--- src/rtl/alu_serial_rx.sv ---
// rtl/alu_serial_rx.sv - serial ALU command deserializer with frame, CRC4 and opcode checks
module alu_serial_rx #(
  parameter int GAP_TIMEOUT = 64
) (
  input  logic        clk,
  input  logic        rst_n,
  input  logic        sin,
  output logic        cmd_valid,
  output logic [31:0] cmd_a,
  output logic [31:0] cmd_b,
  output logic [2:0]  cmd_op,
  output logic        err_valid,
  output logic [2:0]  err_flags,
  output logic        busy
);

  typedef enum logic [1:0] {S_IDLE, S_TYPE, S_DATA, S_STOP} state_t;

  localparam logic [15:0] GAP_LAST = 16'(GAP_TIMEOUT - 1);

  state_t      state, state_nx;
  logic        type_bit;
  logic [2:0]  bit_cnt;
  logic [7:0]  payload;
  logic [63:0] frame_buf;
  logic [3:0]  frame_cnt;
  logic        frame_err;
  logic        armed;
  logic [15:0] gap_cnt;

  logic [2:0]  rx_op;
  logic [3:0]  rx_crc;
  logic        bad_data, bad_crc, bad_op, cmd_ok, gap_hit;
  logic [2:0]  flags_nx;

  function automatic logic [3:0] crc4_d68(input logic [67:0] d);
    logic [3:0] c;
    logic       fb;
    c = 4'd0;
    for (int i = 67; i >= 0; i--) begin
      fb = c[3] ^ d[i];
      c  = {c[2:0], 1'b0} ^ {2'b00, fb, fb};
    end
    return c;
  endfunction

  // Ctl decision is evaluated while the ctl stop bit is on sin.
  assign rx_op    = payload[6:4];
  assign rx_crc   = payload[3:0];
  assign bad_data = (frame_cnt != 4'd8) || frame_err || !sin;
  assign bad_crc  = rx_crc != crc4_d68({frame_buf, 1'b1, rx_op});
  assign bad_op   = rx_op[1];
  assign cmd_ok   = !(bad_data || bad_crc || bad_op);
  assign flags_nx = bad_data ? 3'b100 : (bad_crc ? 3'b010 : 3'b001);
  assign gap_hit  = (GAP_TIMEOUT > 0) && (gap_cnt == GAP_LAST);

  always_ff @(posedge clk or negedge rst_n) begin
    if (!rst_n) state <= S_IDLE;
    else        state <= state_nx;
  end

  always_comb begin
    state_nx = state;
    case (state)
      S_IDLE:  if (armed && !sin) state_nx = S_TYPE;
      S_TYPE:  state_nx = S_DATA;
      S_DATA:  if (bit_cnt == 3'd7) state_nx = S_STOP;
      S_STOP:  state_nx = S_IDLE;
      default: state_nx = S_IDLE;
    endcase
  end

  always_ff @(posedge clk or negedge rst_n) begin
    if (!rst_n) begin
      type_bit  <= 1'b0;
      bit_cnt   <= '0;
      payload   <= '0;
      frame_buf <= '0;
      frame_cnt <= '0;
      frame_err <= 1'b0;
      armed     <= 1'b0;
      gap_cnt   <= '0;
      busy      <= 1'b0;
      cmd_valid <= 1'b0;
      err_valid <= 1'b0;
      cmd_a     <= '0;
      cmd_b     <= '0;
      cmd_op    <= '0;
      err_flags <= '0;
    end else begin
      cmd_valid <= 1'b0;
      err_valid <= 1'b0;
      gap_cnt   <= '0;
      case (state)
        S_IDLE: begin
          // Only a falling level after a seen high may start a frame.
          if (sin) armed <= 1'b1;
          if (armed && !sin) busy <= 1'b1;
          if (busy && sin) begin
            if (gap_hit) begin
              frame_buf <= '0;
              frame_cnt <= '0;
              frame_err <= 1'b0;
              busy      <= 1'b0;
            end else begin
              gap_cnt <= gap_cnt + 16'd1;
            end
          end
        end
        S_TYPE: begin
          type_bit <= sin;
          bit_cnt  <= '0;
        end
        S_DATA: begin
          payload <= {payload[6:0], sin};
          bit_cnt <= bit_cnt + 3'd1;
        end
        S_STOP: begin
          armed <= sin;
          if (!type_bit) begin
            frame_buf <= {frame_buf[55:0], payload};
            if (frame_cnt != 4'd9) frame_cnt <= frame_cnt + 4'd1;
            if (!sin) frame_err <= 1'b1;
          end else begin
            cmd_valid <= cmd_ok;
            err_valid <= !cmd_ok;
            if (cmd_ok) begin
              cmd_a  <= frame_buf[31:0];
              cmd_b  <= frame_buf[63:32];
              cmd_op <= rx_op;
            end else begin
              err_flags <= flags_nx;
            end
            frame_buf <= '0;
            frame_cnt <= '0;
            frame_err <= 1'b0;
            busy      <= 1'b0;
          end
        end
        default: ;
      endcase
    end
  end

endmodule

--- config.mk ---
export PLATFORM = sky130hd
export DESIGN_NAME = alu_serial_rx
export DESIGN_NICKNAME = d
export VERILOG_FILES = /design/src/rtl/alu_serial_rx.sv
export SDC_FILE = /design/constraint.sdc
export NUM_CORES = 1
export LEC_CHECK = 0
export CAP_MARGIN = 15
export CORE_UTILIZATION = 33
export CTS_BUF_LIST = sky130_fd_sc_hd__clkbuf_2
export CTS_CLUSTER_DIAMETER = 80
export DETAILED_ROUTE_END_ITERATION = 6
export PLACE_DENSITY = 0.51
export SYNTH_ARGS = -nofsm -noshare
export SYNTH_HDL_FRONTEND = slang
export SYNTH_SLANG_ARGS = --single-unit
--- constraint.sdc ---
create_clock -name clk -period 7.5 [get_ports clk]
set_input_delay 1.5 -clock clk [delete_from_list [all_inputs] [get_ports clk]]
set_output_delay 1.5 -clock clk [all_outputs]
set_load 0.03 [all_outputs]
==> metrics, run 1 <==
run status finished, final reports clean; Place WS 3.00 ns; most common cell in the netlist dfrtp_1; PostCTS Resize Cnt 0; worst rel slew slack 0.243; top cells by area, synth dfrtp_1, xnor3_1, nand2_1; initial antenna violation count 1; Iteration-0 DRC Markers between 200 and 300; CORE AREA between 20000 and 25000 um^2; Power per Cell Area 262 nW/um^2; routability cong. 0.797; WL final roughly 18000 um; Mapped Cells 714; setup bufs post-CTS 0; worst hold slack about 0.5 ns; Via density 4.65; Pre-Repair DR Iteration Count 4; total CTS buffers 17; share of cells above drive strength 1 0.114; worst hold path class reg -> reg; Max Clk Rate between 200 and 250 MHz; WP buf/inv 1; CTS H-tree depth 4; Reg clk slew, reported paths 0.27 ns; Most Used Layer, Global Route met2; Synth area leader dfrtp_1; CTS Hold Buffers Added 0; CP Data Arrival Time 5.18 ns; slowest CP cell dfrtp_1; Final Hold Violating Endpoints 0; Total Nets Final 792; DRC Markers 0; critical path type reg -> reg; final setup violation count 0; Die ar. 25800 um^2; hold_sp gap_cnt[0]; Seq/Total Area, Yosys 0.521; gr ovfl total 0; Synth Cell Area 8310 um^2; Area Growth Syn to Fin 15.7%; Setup crit start kind flop; setup TNS 0 ns; register area 4330 um^2; RSZ-0062 raised after global routing false; gr usage total 0.152; cell chain of the critical path xor2_1, xnor3_1, xnor3_1, xnor3_1, xnor3_1, xnor3_1, mux2_4, nor3_4, buf_4, mux2_2; Crit Path Max Fanout 40; Pleak 4.36 nW; largest net degree at the start of global routing 129; Worst Path Required between 8 and 9 ns; ys async rst share 1.00; Starting Density 0.339; global-route wire length before repair 30100 um; post-route minimum period around 4.5 ns; die height 161 um; IO Count 76; max-slew violations 0; via count 5209; Num Clock Sinks around 170; synth warn 0; met1 Usage GRT 0.207; Post-synth EDFFs 0; met3 GRT Util 0.0336; period utilization 0.602; post-layout util 0.392; Syn Nets 727; drt wl/cell approximately 16 um; Port Buf Inserts 75; TritonCTS clock tree done; Yosys top cell area share 0.521; area occupied by multi-input gates 3780 um^2; Synth cell types 36; Clock Path Buffers 2; endpoint class of the critical path flop; vias in the first global route approximately 5.3k; Syn Area/Cell 11.6 um^2; FP Rows 57; Least-Margin Pin Slew 1.13 ns; launch point of the worst reg-to-reg path frame_buf[59]; VDD IR max 0.284 mV; Worst setup startpoint frame_buf[59]; Horiz. Die Dim around 160 um; leading cell types by count after synthesis dfrtp_1, nand2_1, o21ai_0; grt met2 use 0.245; Top FF cell, synth dfrtp_1; hpwl dp about 13000 um; most frequent cell on the critical path xnor3_1; Final Skew 0.0406 ns; CTS root buf clkbuf_2; FILL cells 2430; #FFs+latches synth 173; worst skew pair latency 0.77 ns; Routed Antenna Nets 0; Critical Path Max Stage Delay 0.50 ns; family with the most delay on the worst path XOR/XNOR gates; max-cap viol count 0; post-route worst setup slack 2.99 ns
## power breakdown
part / switching (W) / internal [W]
clock: 0.000350 / 0.000162
combinational: 0.000542 / 0.000368
sequential: 0.0000891 / 0.00100
total: 0.000981 / 0.00153
## metrics by stage
| stage | total power, W | std cells | instance area [um^2] |
|---|---|---|---|
| detailed placement | 0.00203 | 1084 | 9350 |
| finish | 0.00251 | 1121 | 9610 |
| global placement | 0.00200 | 1084 | 9350 |
| CTS | 0.00255 | 1116 | 9600 |
| global route | 0.00269 | 1121 | 9610 |
| floorplan | 0.00182 | 714 | 8310 |
## worst register-to-register path: stages (launching register included)
cell and delay, ns:
dfrtp_1 0.50, xor2_1 0.26, xnor3_1 0.45, xnor3_1 0.39, xnor3_1 0.50, xnor3_1 0.48, xnor3_1 0.41, mux2_4 0.35
nor3_4 0.19, buf_4 0.46, mux2_2 0.44
## path summary, 6_finish.rpt
path                            slack [ns]             to  cells past startpoint
worst min register to register        0.50     gap_cnt[0]                      1
worst max-delay path                  2.99       cmd_b[4]                     10
worst min-delay path                  0.50     gap_cnt[0]                      1
min in group asynchronous             0.77  frame_buf[31]                      1
worst max register to register        2.99       cmd_b[4]                     10
max in group asynchronous             5.13      cmd_a[10]                      2
## per-layer routing
metal  vias to the layer above  wire, um
met4                         0       140
met3                         9       734
met2                        89      9030
met1                      2583      8590
met5                         -         0
li1                       2528         -
## state kept, by name, indices dropped and copies added (netlist names)
name / flops
cmd_op: 3
payload: 8
err_valid: 1
frame_buf: 64
frame_err: 1
cmd_b: 32
cmd_valid: 1
frame_cnt: 4
gap_cnt: 16
bit_cnt: 3
armed: 1
busy: 1
state: 2
err_flags: 3
cmd_a: 32
type_bit: 1
## kinds of logic after synthesis
family          share of synthesized area
flops                               0.521
mux                                 0.106
compound gates                     0.0545
simple gates                        0.105
buf+inv                            0.0249
fa+ha+maj                          0.0151
xor+xnor                            0.174
## placed cells by master (no fill, tap or decap), drive strengths merged
cell type	count
dfrtp	173
xnor2	57
mux2	76
clkinv	5
clkdlybuf4s50	74
and3	7
clkbuf	18
inv	17
a31oi	4
xor3	4
xnor3	28
nor2	27
o22a	1
nand3	13
o31ai	1
o22ai	1
nand4	3
o21ai	73
a21oi	5
nand2b	4
or4	1
nand2	139
buf	6
clkinvlp	2
or3b	1
nor2b	4
or2	1
nand4b	1
bufinv	2
nor4	1
diode	5
xor2	25
nor3	4
ha	10
o21a	1
a21o	1
mux2i	2
## layout make-up
| class | count | area share |
|---|---|---|
| antenna | 5 | 0.00130 |
| clock buffer | 18 | 0.00937 |
| clock inverter | 14 | 0.0164 |
| inverter | 12 | 0.00469 |
| multi-input combinational | 495 | 0.393 |
| sequential | 173 | 0.451 |
| tap | 324 | 0.0422 |
| timing repair buffer | 80 | 0.0822 |
Note: power is estimated with default switching activity, not from simulation.
==> run 2: changes to the inputs <==
PLACE_DENSITY = 0.53   (was 0.51)
clock period = 3.9 ns   (was 7.5 ns; I/O delays follow)
==> run 2 against run 1 <==
Against the previous run: the run now ends with setup timing left; first-iteration DRC count rose by 17%; clock skew grew 0.00087 ns; sequential power is 93% higher; final area grew 12%; critical path depth grew 3; maximum frequency increased by 15%; register-to-register slack worse by 3.0 ns; die area unchanged; combinational power increased by 130%; power rose by 110%; global-route usage rose by 0.35 points; critical path type unchanged; largest cell class unchanged; largest power group unchanged.
==> metrics, run 2 (same netlist as run 1, synthesis figures left out) <==
Routed Antenna Nets 0; DRC Markers 0; post-route worst setup slack -0.0155 ns; die height 161 um; total CTS buffers 17; Critical Path Max Stage Delay 0.45 ns; CTS H-tree depth 4; Iteration-0 DRC Markers 305; slowest CP cell dfrtp_1; Pre-Repair DR Iteration Count 4; CP Data Arrival Time 4.58 ns; fin area 10800 um^2; Crit Path Max Fanout 5; global-route wire length before repair 30900 um; max-cap viol count 0; clock share of power 0.209; final setup violation count 5; sequential share of power 0.396; Worst Path Required 4.57 ns; VDD IR max 0.435 mV; endpoint class of the critical path flop; initial antenna violation count 1; worst skew pair latency 0.75 ns; grt met2 use 0.245; share of cells above drive strength 1 0.245; commonest non-fill, non-tap cell in the layout dfrtp_1; gr usage total 0.155; Place WS -0.227 ns; CTS Hold Buffers Added 0; max FFs per register 64; largest net degree at the start of global routing ~90; vias in the first global route between 5k and 6k; Num Clock Sinks 173; RSZ-0062 raised after global routing true; CORE AREA around 25000 um^2; violated checks setup timing; FILL cells around 2.3k; hpwl dp 12800 um; top flop regs frame_buf (64), cmd_a (32), cmd_b (32); R2R cell count 13; drt wl/cell around 16 um; cell count after placement 1134; Max Clk Rate about 260 MHz; Power per Cell Area 491 nW/um^2; Biggest register frame_buf; run status complete, but fails checks; Via density 4.55; period utilization 1.00; FP Rows 57; worst hold path class in -> async; via count 5435; Post-DP Area 9790 um^2; gr ovfl total 0; CTS root buf clkbuf_2; Final Hold Violating Endpoints 0; Total Nets Final 869; Horiz. Die Dim about 160 um; met1 Usage GRT 0.219; TritonCTS clock tree done; switching portion of total power 0.372; worst hold slack 0.0895 ns; Final Skew roughly 0.041 ns; most frequent cell on the critical path xnor3_1; Clock Path Buffers 2; met3 GRT Util 0.0305; Starting Density 0.339; Non-Filler Instances 1194; Setup crit start kind flop; critical path type reg -> reg; Most Used Layer, Global Route met2; Power Internal 0.00333 W; max-slew violations 0; IO Count 76; Port Buf Inserts 75; Reg clk slew, reported paths 0.26 ns; Die ar. 25800 um^2; Area Growth Syn to Fin 29.9%; Least-Margin Pin Slew 0.838 ns; Pleak 4.93 nW; worst rel slew slack 0.442; WL final 19400 um; post-route minimum period 3.92 ns; NetSw 0.00197 W; most frequent cells in the layout dfrtp_1, nand2_1, clkdlybuf4s50_1; cell chain of the critical path xnor3_2, xnor3_1, xor3_1, xnor3_1, buf_4, xnor3_1, nand2b_1, mux2_2, nor3_4, buf_12, buf_12, clkbuf_16, mux2_4; routability cong. 0.782; combinational share of power 0.395
run 2: worst max-delay path: cells and delay by family (launching register included):
| kind | cells | cell delay, ns |
|---|---|---|
| buf+inv | 4 | 0.60 |
| xor+xnor | 5 | 1.81 |
| flops | 1 | 0.45 |
| mux | 2 | 0.60 |
| simple gates | 2 | 0.38 |
run 2: path summary, 6_finish.rpt:
path	from	end	slack, ns
setup / recovery	frame_buf[60]	cmd_b[5]	-0.02
hold / removal	rst_n	cmd_a[16]	0.09
setup reg to reg	frame_buf[60]	cmd_b[5]	-0.02
hold reg to reg	gap_cnt[0]	gap_cnt[0]	0.50
max in group asynchronous	rst_n	bit_cnt[2]	3.04
min in group clk	gap_cnt[0]	gap_cnt[0]	0.50
run 2: timing repair:
item / CTS / global route
resized for setup: 28 / 52
endpoints found under the setup margin: 66 / 66
setup buffers: 19 / 2
endpoints found under the hold margin: 0 / 0
cloned: 2 / 4
pin swaps: 15 / 4
run 2: area by class of cell:
| cell class | instances | area [um^2] | area share |
|---|---|---|---|
| antenna | 1 | 2.50 | 0.000232 |
| clock buffer | 17 | 85.1 | 0.00789 |
| clock inverter | 15 | 209 | 0.0194 |
| inverter | 12 | 45.0 | 0.00418 |
| multi-input combinational | 495 | 4110 | 0.381 |
| sequential | 173 | 4340 | 0.402 |
| tap | 324 | 405 | 0.0376 |
| timing repair buffer | 157 | 1600 | 0.148 |
run 2: per-stage QoR:
step | utilization | TNS [ns] | total power [W]
final | 0.440 | -0.0294 | 0.00529
after global routing | 0.440 | -5.78 | 0.00564
after CTS | 0.426 | -0.138 | 0.00532
after detailed placement | 0.399 | -13.50 | 0.00406
after global placement | 0.399 | -11.12 | 0.00404
after floorplan | - | 0 | 0.00351
run 2: power by group through the flow:
stage	sequential [W]	clock [W]	combinational (W)
floorplan	0.00210	0	0.00141
global placement	0.00213	0	0.00191
detailed placement	0.00213	0	0.00194
CTS	0.00210	0.00115	0.00207
global route	0.00212	0.00122	0.00230
finish	0.00210	0.00111	0.00209
run 2: per-layer routing:
metal,part of all wire,up-vias
met3,0.028,10
met1,0.49,2678
li1,-,2677
met5,0,-
met4,0.0076,0
met2,0.47,70
==> edit 1 (flow settings as in run 2) <==
Make the reset (`rst_n`) synchronous in 2 clocked blocks.
--- a/src/rtl/alu_serial_rx.sv
+++ b/src/rtl/alu_serial_rx.sv
@@ -54,7 +54,7 @@
   assign flags_nx = bad_data ? 3'b100 : (bad_crc ? 3'b010 : 3'b001);
   assign gap_hit  = (GAP_TIMEOUT > 0) && (gap_cnt == GAP_LAST);
 
-  always_ff @(posedge clk or negedge rst_n) begin
+  always_ff @(posedge clk) begin
     if (!rst_n) state <= S_IDLE;
     else        state <= state_nx;
   end
@@ -70,7 +70,7 @@
     endcase
   end
 
-  always_ff @(posedge clk or negedge rst_n) begin
+  always_ff @(posedge clk) begin
     if (!rst_n) begin
       type_bit  <= 1'b0;
       bit_cnt   <= '0;
Formal check against the unedited RTL: differs if rst_n is asserted again (counterexample within 4 cycles, from zero or initial values and one cycle with rst_n low); with rst_n held inactive, the same outputs for 10 cycles.
==> edit 1 against run 2 <==
The flow still finishes with violations (setup timing); sequential cell count is the same; synthesized cell count grew 29%; clock skew shrank 0.0052 ns; routed wire length grew 8.7%; cell area grew 0.82%; worst hold slack gained 0.38 ns; area after synthesis grew 0.77%; non-clock buffer count grew 15; cell count grew 16%; worst setup slack lost 0.14 ns; largest cell class is now multi-input gates.
Power is not compared: it rests on default switching activity, and its combinational part moved more than twofold at a synthesized area within 25%.
==> edit 1: results <==
export IMPL_synth_xor_xnor_area_share_pct=17.4
export IMPL_cts_buffers=17
export IMPL_drive_gt1_share_pct=17.6
export IMPL_drt_iter0_markers=336
export IMPL_grtUsageMet2_pct=25.6
export IMPL_fin_skew_ns=0.0362
export IMPL_synth_common_cells="nand2_1, dfxtp_1, xnor2_1, nand3_1, mux2i_1"
export IMPL_syn_nets=935
export IMPL_synth_top_family_by_area="simple AND/OR/NAND/NOR gates"
export IMPL_grt_pass1_vias=6131
export IMPL_wl_met3_um=568
export IMPL_status="finished with violations"
export IMPL_cts_resized=44
export IMPL_place_hpwl_um=13400
export IMPL_nets=1064
export IMPL_p_leak_nw=3.76
export IMPL_cts_root_buf="clkbuf_2"
export IMPL_finalSetupViolCount=68
export IMPL_clkLatencyLatePin_ns=0.75
export IMPL_ys_warn_count=0
export IMPL_largestRegisters="frame_buf x64, cmd_a x32, cmd_b x32"
export IMPL_slowest_stage="mux4_2"
export IMPL_portBuffers=75
export IMPL_track_usage_pct=16.3
export IMPL_crit_fanout=7
export IMPL_met1_usage_pct=22.8
export IMPL_grt_pass1_wl_um=33300
export IMPL_peakVddDrop_uv=280
export IMPL_hold_slack_ns=0.470
export IMPL_r2r_slack_ns=-0.15
export IMPL_slowest_delay_ns=0.47
export IMPL_htree_levels=4
export IMPL_ys_seq_area_share_pct=41.4
export IMPL_crit_arrival_ns=4.74
export IMPL_slew_headroom_pct=53.6
export IMPL_postCtsSetupBuffers=11
export IMPL_use_met3_pct=3.13
export IMPL_synth_compound_area_share_pct=7.76
export IMPL_routed_wl_um=21100
export IMPL_synthTopCellsByArea="dfxtp_1, nand2_1, xnor2_1"
export IMPL_synthAdderAreaFrac_pct=1.49
export IMPL_postSynth_asyncResetShare_pct=0
export IMPL_violations="setup timing"
export IMPL_clkTransAtPathRegs_ns=0.25
export IMPL_hold_path_class="flip-flop to flip-flop"
export IMPL_dpl_cell_area_um2=10000
export IMPL_wl_met2_um=9670
export IMPL_gp_congestion=0.770
export IMPL_grt_max_degree=126
export IMPL_setup_ws_ns=-0.152
export IMPL_synth_ff_type="dfxtp_1"
export IMPL_vias_per_cell=4.64
export IMPL_muxShareOfSynthArea_pct=9.24
export IMPL_yosys_cell_types_count=42
export IMPL_wirelength_met1_um=10600
[edit 1: cell count changes after synthesis, sizes merged, moves of 34 or more]
cell / before / now
xnor2: 57 / 91
dfxtp: 0 / 173
mux2i: 2 / 75
nand3: 13 / 77
dfrtp: 173 / 0
mux2: 76 / 0
nand2: 139 / 203
a21boi: 0 / 68
o21ai: 73 / 6
[edit 1: area by class of cell]
class | instances | area [um2]
Multi-Input combinational cell | 678 | 4910
Timing Repair Buffer | 172 | 1710
Antenna cell | 1 | 2.50
Fill cell | 2428 | 13700
Clock buffer | 17 | 85.1
Tap cell | 324 | 405
Sequential cell | 173 | 3490
Inverter | 9 | 33.8
Clock inverter | 15 | 241
[edit 1: report_power, final]
group | leakage, nW | internal [mW] | switching, mW
Combinational | 2.18 | 0.129 | 0.377
Clock | 0.178 | 0.550 | 0.663
Sequential | 1.40 | 1.79 | 0.0176
[edit 1: metrics by stage]
step	setup slack [ns]	utilization (%)	TNS (ns)	cells
final	-0.152	44.2	-8.07	1389
after global placement	-0.173	40.7	-8.94	1336
after global routing	-0.340	44.2	-20.10	1389
after detailed placement	-0.230	40.7	-10.71	1336
after floorplan	0.00172	-	0	922
after CTS	-0.109	43.4	-4.83	1381
[edit 1: worst paths after layout]
kind                                                  from                     end  depth (start not counted)
worst max-delay path            frame_buf[62]$_SDFFE_PN0P_  cmd_b[29]$_SDFFE_PN0P_                         14
worst min-delay path                 gap_cnt[0]$_SDFF_PP0_   gap_cnt[0]$_SDFF_PP0_                          1
worst min register to register       gap_cnt[0]$_SDFF_PP0_   gap_cnt[0]$_SDFF_PP0_                          1
worst max register to register  frame_buf[62]$_SDFFE_PN0P_  cmd_b[29]$_SDFFE_PN0P_                         14
==> edit 2 (config.mk and constraints of run 2) <==
Without the edit above. Change the parameter `GAP_TIMEOUT` from 64 to 32.
--- a/src/rtl/alu_serial_rx.sv
+++ b/src/rtl/alu_serial_rx.sv
@@ -1,6 +1,6 @@
 // rtl/alu_serial_rx.sv - serial ALU command deserializer with frame, CRC4 and opcode checks
 module alu_serial_rx #(
-  parameter int GAP_TIMEOUT = 64
+  parameter int GAP_TIMEOUT = 32
 ) (
   input  logic        clk,
   input  logic        rst_n,
Function: same outputs for any inputs over 10 cycles, from zero or initial values and one cycle with rst_n low; that may be too few to reach the edited logic, so the function may still have changed.
==> edit 2 against run 2 <==
The flow still finishes with violations (setup timing); first-iteration DRC count up 6.6%; clock power shrank 17%; combinational power increased by 62%; synthesized cell count up 2.9%; core utilization shrank 1.9 points; worst setup slack lost 0.14 ns; total power increased by 29%; sequential power grew 20%; worst hold slack better by 0.42 ns; cell area fell by 1.1%; area after synthesis rose by 3.4%; routed wire length down 1.4%; sequential cell count unchanged.
==> edit 2: results <==
export IMPL_firstDrtPassIters=5
export IMPL_violations="setup timing"
export IMPL_grt_pass1_wl_um=30000
export IMPL_vias_per_cell=4.50
export IMPL_pre_cts_ws_ns=-0.121
export IMPL_ys_seq_area_share_pct=50.4
export IMPL_place_hpwl_um=12800
export IMPL_clkTransAtPathRegs_ns=0.29
export IMPL_drive_gt1_share_pct=23.9
export IMPL_clkPwrFrac_pct=13.5
export IMPL_nets=888
export IMPL_slew_headroom_pct=50.7
export IMPL_setup_ws_ns=-0.159
export IMPL_postCtsHoldBufs=1
export IMPL_hold_slack_ns=0.507
export IMPL_synth_xor_xnor_area_share_pct=18.0
export IMPL_die_w_um=163
export IMPL_synth_common_cells="dfrtp_1, nand2_1, o21ai_0, xnor2_1, mux2_2"
export IMPL_muxShareOfSynthArea_pct=10.9
export IMPL_synthTopCellsByArea="dfrtp_1, xnor3_1, nand2_1"
export IMPL_seq_cell_power_mw=2.51
export IMPL_switchingPower_mw=2.82
export IMPL_p_per_area_nw_per_um2=639
export IMPL_grt_max_degree=79
export IMPL_peakVddDrop_uv=405
export IMPL_dpl_cell_area_um2=10100
export IMPL_routed_wl_um=19100
export IMPL_reg2reg_to="cmd_a[15]$_DFFE_PN0P_"
export IMPL_cts_resized=2
export IMPL_fin_skew_ns=0.0567
export IMPL_fillers=2423
export IMPL_r2r_cells=15
export IMPL_vias=5484
export IMPL_crit_arrival_ns=4.67
export IMPL_clkLatencyLatePin_ns=0.75
export IMPL_drt_iter0_markers=325
export IMPL_crit_start="frame_buf[39]$_DFFE_PN0P_"
export IMPL_finalSetupViolCount=66
export IMPL_postCtsSetupBuffers=4
export IMPL_synthAdderAreaFrac_pct=1.46
export IMPL_finalSetupTns_ns=-7.31
export IMPL_syn_nets=748
export IMPL_p_leak_nw=5.00
export IMPL_hold_violations=0
export IMPL_track_usage_pct=14.6
export IMPL_syn_avg_cell_area_um2=11.7
export IMPL_status="finished with violations"
edit 2: cell types whose count changed in the layout (fill, tap and decap cells not counted), sizes merged, moves of 4 or more:
cell   change
xnor3      +4
a21oi      +7
mux2       -4
and3       -5
o31ai      +4
o21ai      +4
or3        +5
edit 2: logic make-up after synthesis:
logic type,after synthesis
fa+ha+maj,10
simple gates,210
flops,173
mux,74
compound gates,101
buf+inv,49
xor+xnor,118
edit 2: routing by layer:
| metal | wire (um) | vias up | track usage [%] |
|---|---|---|---|
| met5 | 0 | - | 0 |
| met4 | 123 | 0 | 3.06 |
| met3 | 542 | 9 | 3.12 |
| met2 | 8960 | 78 | 22.7 |
| met1 | 9470 | 2653 | 20.8 |
| li1 | - | 2744 | - |
edit 2: layout make-up:
type	count	share of cell area, %
Sequential cell	173	40.6
Multi-Input combinational cell	513	38.8
Timing Repair Buffer	156	14.1
Tap cell	330	3.87
Clock inverter	14	1.24
Clock buffer	18	0.844
Inverter	14	0.493
Antenna cell	1	0.0235
